--- src/rtl/fib_ram_ctrl_pkg.sv ---
`default_nettype none
// ============================================================================
// Module      : fib_ram_ctrl_pkg
// Description : Shared constants and state encoding for the Fibonacci RAM
//               sequencer (fib_ram_ctrl) and its adder (fib_add_sat).
// Revision    : 1.0 - initial release
// ============================================================================
package fib_ram_ctrl_pkg;

    // Default datapath and address widths
    localparam int c_data_w_def = 32;
    localparam int c_addr_w_def = 6;

    // Sequencer states, one cycle each
    typedef enum logic [2:0] {
        c_st_idle  = 3'd0,
        c_st_rd_a  = 3'd1,
        c_st_rd_b  = 3'd2,
        c_st_cap_b = 3'd3,
        c_st_wr    = 3'd4,
        c_st_fin   = 3'd5
    } state_t;

endpackage
`default_nettype wire

--- src/rtl/fib_add_sat.sv ---
`default_nettype none
// ============================================================================
// Module      : fib_add_sat
// Description : DATA_W-bit adder for the Fibonacci sequencer. By default the
//               sum wraps modulo 2**DATA_W. With macro FIB_SAT_EN defined, a
//               carry-out clamps the sum to all-ones and raises o_sat.
// Revision    : 1.0 - initial release
// ============================================================================
module fib_add_sat
    import fib_ram_ctrl_pkg::*;
#(
    parameter int DATA_W = c_data_w_def
) (
    input  logic [DATA_W-1:0] i_a,
    input  logic [DATA_W-1:0] i_b,
    output logic [DATA_W-1:0] o_sum,
    output logic              o_sat
);

`ifdef FIB_SAT_EN
    logic [DATA_W:0] w_full;

    // Widened add; a carry-out saturates the result
    always_comb begin
        w_full = {1'b0, i_a} + {1'b0, i_b};
        if (w_full[DATA_W]) begin
            o_sum = '1;
            o_sat = 1'b1;
        end else begin
            o_sum = w_full[DATA_W-1:0];
            o_sat = 1'b0;
        end
    end
`else
    // Plain wrapping add; saturation never reported
    always_comb begin
        o_sum = i_a + i_b;
        o_sat = 1'b0;
    end
`endif

endmodule
`default_nettype wire

--- src/rtl/fib_ram_ctrl.sv ---
`default_nettype none
// ============================================================================
// Module      : fib_ram_ctrl
// Description : Sequencer in front of a single-port sync-read RAM. On start it
//               computes mem[i] = mem[i-2] + mem[i-1] for i = 2..LAST_ADDR,
//               four cycles per element, and pulses done after the last write.
//               Optional macro FIB_SAT_EN: saturating add with sticky ovf.
// Revision    : 1.0 - initial release
// ============================================================================
module fib_ram_ctrl
    import fib_ram_ctrl_pkg::*;
#(
    parameter int DATA_W    = c_data_w_def,
    parameter int ADDR_W    = c_addr_w_def,
    parameter int LAST_ADDR = 63
) (
    input  logic              clk,
    input  logic              rst_n,
    input  logic              start,
    output logic              busy,
    output logic              done,
    output logic              ovf,
    output logic [ADDR_W-1:0] ram_addr,
    output logic              ram_we,
    output logic [DATA_W-1:0] ram_wdata,
    input  logic [DATA_W-1:0] ram_rdata,
    output logic [DATA_W-1:0] data1,
    output logic [DATA_W-1:0] data2
);

    localparam logic [ADDR_W-1:0] c_last = ADDR_W'(LAST_ADDR);
    localparam logic [ADDR_W-1:0] c_one  = ADDR_W'(1);
    localparam logic [ADDR_W-1:0] c_two  = ADDR_W'(2);

    state_t            r_state;
    state_t            w_state_nxt;
    logic              w_accept;
    logic [ADDR_W-1:0] r_idx;
    logic [DATA_W-1:0] r_data1;
    logic [DATA_W-1:0] r_data2;
    logic              r_ovf;
    logic [DATA_W-1:0] w_sum;
    logic              w_sat;

    fib_add_sat #(
        .DATA_W (DATA_W)
    ) u_add (
        .i_a   (r_data1),
        .i_b   (r_data2),
        .o_sum (w_sum),
        .o_sat (w_sat)
    );

    // State register; reset aborts any run back to idle
    always_ff @(posedge clk) begin
        if (!rst_n) begin
            r_state <= c_st_idle;
        end else begin
            r_state <= w_state_nxt;
        end
    end

    // Next state and RAM-side outputs decoded from the current state
    always_comb begin
        w_state_nxt = r_state;
        w_accept    = 1'b0;
        ram_addr    = '0;
        ram_we      = 1'b0;
        ram_wdata   = '0;
        busy        = 1'b1;
        done        = 1'b0;
        case (r_state)
            c_st_idle: begin
                busy = 1'b0;
                if (start) begin
                    w_accept    = 1'b1;
                    w_state_nxt = c_st_rd_a;
                end
            end
            c_st_rd_a: begin
                ram_addr    = r_idx - c_two;
                w_state_nxt = c_st_rd_b;
            end
            c_st_rd_b: begin
                ram_addr    = r_idx - c_one;
                w_state_nxt = c_st_cap_b;
            end
            c_st_cap_b: begin
                w_state_nxt = c_st_wr;
            end
            c_st_wr: begin
                ram_addr    = r_idx;
                ram_we      = 1'b1;
                ram_wdata   = w_sum;
                w_state_nxt = (r_idx == c_last) ? c_st_fin : c_st_rd_a;
            end
            c_st_fin: begin
                busy        = 1'b0;
                done        = 1'b1;
                w_state_nxt = c_st_idle;
            end
            default: begin
                busy        = 1'b0;
                w_state_nxt = c_st_idle;
            end
        endcase
    end

    // Index, operand capture and sticky overflow
    always_ff @(posedge clk) begin
        if (!rst_n) begin
            r_idx   <= c_two;
            r_data1 <= '0;
            r_data2 <= '0;
            r_ovf   <= 1'b0;
        end else begin
            case (r_state)
                c_st_idle: begin
                    if (w_accept) begin
                        r_idx <= c_two;
                        r_ovf <= 1'b0;
                    end
                end
                c_st_rd_b:  r_data1 <= ram_rdata;
                c_st_cap_b: r_data2 <= ram_rdata;
                c_st_wr: begin
                    if (r_idx != c_last) begin
                        r_idx <= r_idx + c_one;
                    end
                    if (w_sat) begin
                        r_ovf <= 1'b1;
                    end
                end
                default: ;
            endcase
        end
    end

    assign data1 = r_data1;
    assign data2 = r_data2;
    assign ovf   = r_ovf;

endmodule
`default_nettype wire

--- config.mk ---
export PLATFORM = sky130hd
export DESIGN_NAME = fib_ram_ctrl
export DESIGN_NICKNAME = d
export VERILOG_FILES = /design/src/rtl/fib_ram_ctrl_pkg.sv /design/src/rtl/fib_add_sat.sv /design/src/rtl/fib_ram_ctrl.sv
export SDC_FILE = /design/constraint.sdc
export NUM_CORES = 1
export LEC_CHECK = 0
export CAP_MARGIN = 10
export CORE_MARGIN = 2
export CORE_UTILIZATION = 44
export DETAILED_ROUTE_END_ITERATION = 8
export HOLD_SLACK_MARGIN = 0.06
export PLACE_DENSITY_LB_ADDON = 0.05
export SYNTH_ARGS = -nofsm -noshare
export SYNTH_HDL_FRONTEND = slang
export SYNTH_SLANG_ARGS = --single-unit
--- constraint.sdc ---
create_clock -name clk -period 2.7 [get_ports clk]
set_clock_uncertainty 0.15 [all_clocks]
set_input_delay 0.675 -clock clk [delete_from_list [all_inputs] [get_ports clk]]
set_output_delay 0.675 -clock clk [all_outputs]
set_load 0.03 [all_outputs]
# Word level (Yosys, flattened, before mapping)
# Index checks and enable logic that the tools add are counted.
[word_totals]
register_bits = 73
in_bits = 35
out_inout_bits = 106
word_cells = 35
[op_classes]
addsub = 4
eq_ne = 10
muxes = 13
reduce_logical = 4
[op_table]
columns = ["cell", "n"]
rows = [
  ["32-bit adder", 1],
  ["32-bit two-way mux", 1],
  ["6-bit one-hot mux with 3 select lines", 1],
  ["3-bit one-hot mux with 5 select lines", 1],
  ["6-bit two-way mux", 2],
  ["6-bit one-hot mux with 2 select lines", 1],
  ["6-bit by 1-bit adder with 6-bit output, second input constant", 1],
  ["3-bit by 2-bit == test with 1-bit output, second input constant", 2],
  ["3-bit == test, second input constant", 2],
  ["6-bit == test, second input constant", 1],
  ["3-bit two-way mux", 2],
  ["2-bit inequality test, second input constant", 3],
  ["6-bit inequality test, second input constant", 1],
  ["6-bit by 1-bit subtractor with 6-bit output, second input constant", 1],
  ["6-bit by 2-bit subtractor with 6-bit output, second input constant", 1],
  ["1-bit two-way mux", 5],
  ["4-bit OR reduction", 1],
  ["3-bit by 1-bit == test with 1-bit output, second input constant", 1],
  ["3-bit zero test", 1],
  ["3-bit AND reduction", 1],
  ["2-bit nonzero test", 1],
]

# Depth between registers and ports, before layout
# Gate-level depths: netlist of run 1.
[depth]
ltp_word = 4
depth_mapped = 10
depth_no_buf = 10

# Cells and area by module
# Synthesis of run 1 repeated with hierarchy kept, for this count alone.
[hier_totals]
hier_cells = 696
hier_area_um2 = 5225.0
[modules_own_cells]
columns = ["mod", "instances", "cells_per_inst", "area_each_um2"]
rows = [
  ["fib_ram_ctrl", 1, 419, 3168.0],
  ["fib_add_sat", 1, 277, 2057.0],
]

# Worst setup path after synthesis of run 1
# Ideal clock, no wire load.
[synth_path]
path_type = "register -> output"
from = "register r_data2[0] (netlist: data2[0])"
to = "output ram_wdata[30]"
arrival_time_ns = 2.843
path_slack_ns = -0.968
path_stages_with_launch = 11
n_path_buf = 0
path_cell_list = "dfxtp_1 ha_1 inv_1 fa_1 nor2b_1 o2111ai_1 a21oi_1 o21bai_2 a211oi_1 nor3_1 nor3_1"
[synth_via]
elab_chain_cells = 2
[synth_lines]
columns = ["item", "line_no", "text"]
rows = [
  ["start: declaration", "fib_ram_ctrl.sv:40", "logic [DATA_W-1:0] r_data2;"],
  ["start signal: assignment", "fib_ram_ctrl.sv:125", "c_st_cap_b: r_data2 <= ram_rdata;"],
  ["32-bit adder", "fib_add_sat.sv:37", "o_sum = i_a + i_b;"],
  ["32-bit two-way mux", "fib_ram_ctrl.sv:72", "case (r_state)"],
  ["end: declaration", "fib_ram_ctrl.sv:25", "output logic [DATA_W-1:0] ram_wdata,"],
]
# Every way passes these cells.

# Worst setup path in the final report of run 1
[layout_path]
from = "register r_data1[8] (netlist: data1[8])"
to = "output ram_wdata[26]"
[layout_via]
elab_chain_cells = 2
[layout_lines]
columns = ["item", "line_no", "text"]
rows = [
  ["start: declaration", "fib_ram_ctrl.sv:39", "logic [DATA_W-1:0] r_data1;"],
  ["start signal: assignment", "fib_ram_ctrl.sv:124", "c_st_rd_b: r_data1 <= ram_rdata;"],
  ["32-bit adder", "fib_add_sat.sv:37", ""],
  ["32-bit two-way mux", "fib_ram_ctrl.sv:72", ""],
]
# Every way passes these cells.

==> results.yml, run 1 <==
worst_setup_path:
  crit_type: "reg2out"
  reg2reg_slack_ps: 540
  reg2reg_depth: 9
  critPathLaunchType: "flop"
  worst_setup_path_end_kind: "output pin"
  r2r_end: "r_idx[5]$_SDFFE_PN0P_"
  path_max_fanout: 6
  critPathArrivalTime_ps: 2700
  critPathMaxStageDelay_ps: 370
  timing.critical_path.from: "data1[8]$_SDFFE_PN0P_"
  rr_startpoint: "r_idx[1]$_SDFFE_PN1P_"
  cp-endpoint: "ram_wdata[26]"
  crit_chain: "ha_4, buf_4, nand2_1, o21ai_1, or3_4, o21bai_4, a21oi_2, o21ai_2, mux2i_4, buf_6"
  critPathSlowestCell: "or3_4"
  required_ps: 1880
sta:
  final.min_clock_period_ps: 3530
  max_freq_mhz: 283
  hold_viol: 0
  rsz0062_at_grt: "true"
  drv_slew: 0
  finalSetupViolCount: 28
  finalWorstSetupSlack_ps: -827
  min_period_over_period: 1.31
clocking:
  cts_hold_buffers: 0
  numCtsBuffers: 9
  cts-root-buf: "clkbuf_8"
  clk_pin_slew_ps: 80
  cts_sinks: 73
  h-tree-depth: 3
  worstSkewPairLatency_ps: 370
  cts_tree: "built"
  clockBufferDepth: 2
die:
  dieHeight_um: 108
  die-area_um2: 11700
  ios: 141
  core_area_um2: 10700
  initial_core_util: 0.445
  die-width_um: 108
  row_count: 38
finish:
  final_cell_mix: "buf_4, nand2_1, clkdlybuf4s50_1, a21oi_1, buf_6"
  stdcell_count: 1114
  diodes: 0
  syn2layout_area_growth_pct: 85.7
  fin_util: 0.827
  layout-drive-gt1-share: 0.432
  final_common_cell: "buf_4"
  fillers: 687
  nets: 1040
yosys:
  synth_largest_area_cell: "dfxtp_1"
  synth_top_family_by_area: "simple AND/OR/NAND/NOR gates"
  synth_area_leaders: "dfxtp_1, nand2_1, a21oi_1"
  synth_ff_type: "dfxtp_1"
  syn_avg_cell_area_um2: 7.18
  synth_top_area_share: 0.306
  synth_async_sr_flop_share: 0
  synth-edff-count: 0
  ys_warn_count: 0
  ys_seq_elements: 73
  synthXorXnorAreaFrac: 0.0476
  yosysSeqAreaShare: 0.306
  ys_types: 58
  synth_cells: 666
  synthSimpleGateAreaFrac: 0.253
  synthAdderAreaFrac: 0.0957
  synth_area_um2: 4780
  synth_nets: 737
  synth_compound_area_frac: 0.248
  synth_mux_area_frac: 0.00628
status:
  status: "complete, but fails checks"
  violations: "negative setup slack"
pwr:
  internal_power_uw: 1850
  comb_power_share: 0.248
  pwr-share-clk: 0.325
  ir_drop_mv: 0.293
  p_leak_uw: 0.00353
  pwr-share-seq: 0.427
  powerDensity_nw_per_um2: 301
  switching_power_uw: 822
  swShare: 0.307
global_routing:
  track_usage: 0.307
  grt_pass1_wl_mm: 28.7
  grt_max_degree: 35
  overflow: 0
  grt_pass1_vias: 6134
  antenna_found_initial: 0
route:
  drt_first_pass_iters: 7
  drc: 0
  ant_nets: 0
  routed-via-count: 6216
  wl_mm: 19.3
  vias_per_cell: 5.58
  detailedRoute.firstIterationViolations: 351
  wl_per_cell_um: 17.4
place:
  gp_congestion: 0.878
  dp_cells: 1076
  io_buffers: 139
  dp_hpwl_mm: 13.6
hold_path:
  min_from: "data1[31]$_SDFFE_PN0P_"
  hold_class: "reg2reg"
run:
  max_cap_viol_count: 0
[power by group through the flow]
stage	logic, µW	registers, µW	clock network, µW
floorplan	251	1230	0
global placement	601	1160	0
detailed placement	621	1160	0
CTS	635	1140	875
global route	701	1150	921
finish	663	1140	869
[synth_stat cells (2+ instances only)]
| cell | number |
|---|---|
| mux2i_1 | 3 |
| a32o_1 | 2 |
| nor3_1 | 18 |
| and3_1 | 6 |
| nor2b_1 | 5 |
| o21a_1 | 9 |
| nand3_1 | 11 |
| buf_2 | 2 |
| o21ai_0 | 27 |
| and2_1 | 2 |
| nor3b_1 | 2 |
| nor2_1 | 46 |
| nand2b_1 | 9 |
| xnor2_1 | 15 |
| a2111oi_0 | 2 |
| inv_1 | 12 |
| a21o_1 | 15 |
| o2bb2ai_1 | 2 |
| a31oi_1 | 3 |
| nand4_1 | 7 |
| a21oi_1 | 102 |
| o221ai_1 | 2 |
| a31o_2 | 3 |
| clkbuf_1 | 33 |
| o2111ai_1 | 2 |
| xor2_1 | 11 |
| dfxtp_1 | 73 |
| o211ai_1 | 2 |
| o22ai_1 | 4 |
| ha_1 | 35 |
| o21bai_1 | 2 |
| or3_1 | 6 |
| nand2_1 | 163 |
| nor4_1 | 3 |
| a211oi_1 | 4 |
[metrics by stage]
stage          setup WS [ps]  hold slack, ps  cell area [µm²]  TNS (ps)  total power [µW]
2_1_floorplan           -344             366             5420     -3850              1480
3_3_place_gp            -549             323             8000     -6220              1760
3_5_place_dp            -571             337             8000     -7220              1790
4_1_cts                 -822             348             8530    -16170              2650
5_1_grt                 -925             381             8880    -19030              2770
6_report                -827             346             8880    -16880              2680
[registers in the layout, indices dropped and copies added, names as in the netlist]
signal,cells
data1,32
data2,32
r_idx,6
r_state,3
[repair_timing]
action                                  in CTS  in global routing
cloned                                       0                  0
pin swaps                                   25                 39
buffers inserted                            10                 13
endpoints found under the setup margin      38                 34
gates resized for setup                     67                 63
endpoints found under the hold margin        0                  0
[worst min path at each step]
stage,endpoint,slack (ps),cells after the start
after floorplan,data2[15]$_SDFFE_PN0N_,370,2
after global placement,data1[31]$_SDFFE_PN0P_,320,2
after detailed placement,data1[31]$_SDFFE_PN0P_,340,2
after CTS,data1[31]$_SDFFE_PN0P_,350,2
after global routing,data1[31]$_SDFFE_PN0P_,380,2
final,data1[31]$_SDFFE_PN0P_,350,2
[logic make-up (layout without fill, tap and decap cells)]
family,count (synthesis),after routing
buffers and inverters,51,359
and+or+nand+nor,281,281
xor gates and xnor gates,26,26
AOI/OAI and AO/OA,195,195
DFF,73,73
other,1,1
muxes,3,3
adders and majority gates,36,36
[worst max-delay path: cells and delay by family (launching register included)]
family	cells	cell delay [ps]
compound gates	4	730
fa+ha+maj	1	250
buf+inv	2	300
flops	1	340
mux	1	260
simple gates	2	450
[per-layer routing]
layer,global-route usage,wire [µm],up-vias
met3,0.0482,1030,42
li1,-,-,2922
met4,0.0824,402,0
met1,0.379,8130,3006
met5,0,0,-
met2,0.555,9780,246
[final cells by class]
class,count,area [µm²],area share
inverters,13,58.8,0.00662
multi-input cells,542,4020,0.452
repair buffers,330,2870,0.322
clock inverters,1,7.51,0.000845
well taps,140,175,0.0197
clock buffers,15,188,0.0211
flip-flops and latches,73,1570,0.177
Note: power is estimated with default switching activity, not from simulation.
==> inputs of run 2 (changes only) <==
SETUP_SLACK_MARGIN = 0.4   (was unset)
==> run 2 against run 1 <==
The run still ends with negative setup slack left. Hold slack gained 8.1 ps. First-iteration DRC count grew 26%. Worst setup slack gained 51 ps. Power grew 8.2%. Count of clock-buffer cells in the layout shrank 3. Core utilization grew 5.8 points. Global-route usage grew 2.6 points. Sequential power is essentially flat. Die area is the same. Wire length grew 6.6%. Critical endpoint unchanged. Highest routed layer unchanged.
==> results.yml, run 2 (same netlist as run 1, synthesis figures left out) <==
worst_setup_path:
  crit_type: "reg2out"
  critPathSlowestCell: "dfxtp_4"
  crit_chain: "ha_4, a21oi_4, o21ai_2, or3_4, o21bai_4, a21oi_2, buf_4, o21ai_4, mux2i_4, buf_6"
  critPathMaxStageDelay_ps: 360
  crit_family: "compound AO/OA/AOI/OAI gates"
  required_ps: 1880
  crit_buf_inv: 2
  critPathLaunchType: "flop"
  path_max_fanout: 7
  critPathArrivalTime_ps: 2650
  worst_setup_path_end_kind: "output pin"
finish:
  nets: 1066
  multi_input_area_um2: 4300
  final_common_cell: "buf_4"
  fillers: 535
  syn2layout_area_growth_pct: 98.7
  diodes: 0
  layout-drive-gt1-share: 0.494
  final_cell_mix: "buf_4, nand2_1, a21oi_1, buf_6, dlygate4sd2_1"
  register_area_um2: 1590
route:
  vias_per_cell: 5.69
  drt_first_pass_iters: 5
  drc: 0
  wl_mm: 20.6
  routed-via-count: 6484
  detailedRoute.firstIterationViolations: 442
  ant_nets: 0
  wl_per_cell_um: 18.1
die:
  core_area_um2: 10700
  dieHeight_um: 108
  ios: 141
  row_count: 38
  die-area_um2: 11700
  die-width_um: 108
  initial_core_util: 0.445
sta:
  final.min_clock_period_ps: 3480
  drv_slew: 0
  slew_headroom: 0.600
  tightest_slew_ps: 600
  finalSetupViolCount: 30
  hold_slack_ps: 354
  hold_viol: 0
  max_freq_mhz: 288
  finalWorstSetupSlack_ps: -776
  min_period_over_period: 1.29
  rsz0062_at_grt: "true"
status:
  status: "complete, but fails checks"
  violations: "negative setup slack"
place:
  place_ws_ps: -421
  io_buffers: 139
  gp_congestion: 0.878
  dp_hpwl_mm: 13.2
hold_path:
  hold_class: "reg2reg"
run:
  max_cap_viol_count: 0
clocking:
  cts_sinks: 73
  clockBufferDepth: 2
  worstSkewPairLatency_ps: 370
  numCtsBuffers: 9
  cts_tree: "built"
  h-tree-depth: 3
  clk_pin_slew_ps: 90
  cts-root-buf: "clkbuf_8"
pwr:
  p_leak_uw: 0.00418
  ir_drop_mv: 0.328
  powerDensity_nw_per_um2: 305
global_routing:
  track_usage: 0.333
  antenna_found_initial: 0
  grt_pass1_wl_mm: 31.0
  overflow: 0
  grt_pass1_vias: 6465
  grt_max_degree: 68
run 2: cell count changes in the layout (fill, tap and decap cells not counted), sizes merged, moves of 2 or more:
cell,before,now
clkbuf,15,13
clkdlybuf4s50,98,35
buf,226,257
dlygate4sd2,5,53
dlymetal6s2s,0,10
clkinv,0,4
run 2: through the flow:
stage	std cells	total power (µW)	area, µm²	TNS, ps	utilization
after CTS	1122	2830	9030	-16060	0.840
after floorplan	666	1490	5520	-4090	-
final	1140	2900	9500	-17680	0.884
after detailed placement	1077	1790	8110	-5840	0.754
after global routing	1140	2990	9500	-20380	0.884
after global placement	1077	1780	8110	-5100	0.754
run 2: layout make-up:
| class | instances | share of cell area |
|---|---|---|
| well taps | 140 | 0.0184 |
| repair buffers | 356 | 0.330 |
| clock buffers | 12 | 0.0197 |
| multi-input cells | 542 | 0.453 |
| inverters | 13 | 0.00671 |
| clock inverters | 4 | 0.00579 |
| flip-flops and latches | 73 | 0.167 |
run 2: timing repair:
action | 4_1_cts | 5_1_grt
pin swaps | 44 | 39
endpoints found under the setup margin | 90 | 53
buffers inserted | 29 | 18
hold buffers | 0 | 0
resized for setup | 181 | 81
run 2: worst register-to-register path, cell delays in order (launching register included):
cell and delay [ps]:
dfxtp_4 380, buf_6 120, clkinv_2 50, buf_6 100, buf_4 120, buf_4 120, and3_1 530, buf_4 320
nand2_1 90, a21oi_1 180
run 2: path summary, 6_finish.rpt:
path / startpoint / end / slack [ps] / cells past startpoint
max: data1[7]$_SDFFE_PN0P_ / ram_wdata[26] / -780 / 10
min: data1[30]$_SDFFE_PN0P_ / data1[30]$_SDFFE_PN0P_ / 350 / 2
max reg2reg: r_state[2]$_SDFFE_PN0P_ / data2[15]$_SDFFE_PN0N_ / 440 / 9
min reg2reg: data1[30]$_SDFFE_PN0P_ / data1[30]$_SDFFE_PN0P_ / 350 / 2
run 2: layer usage:
metal,vias to the layer above,wire length (µm),GRT usage
met4,0,628,0.131
met2,298,10500,0.594
met1,3148,8130,0.399
li1,2980,-,-
met3,58,1320,0.0555
met5,-,0,0
run 2: power by group:
group          internal [µW]  switching [µW]
clock network            568             459
logic                    338             394
registers               1100            37.2
total                   2010             890
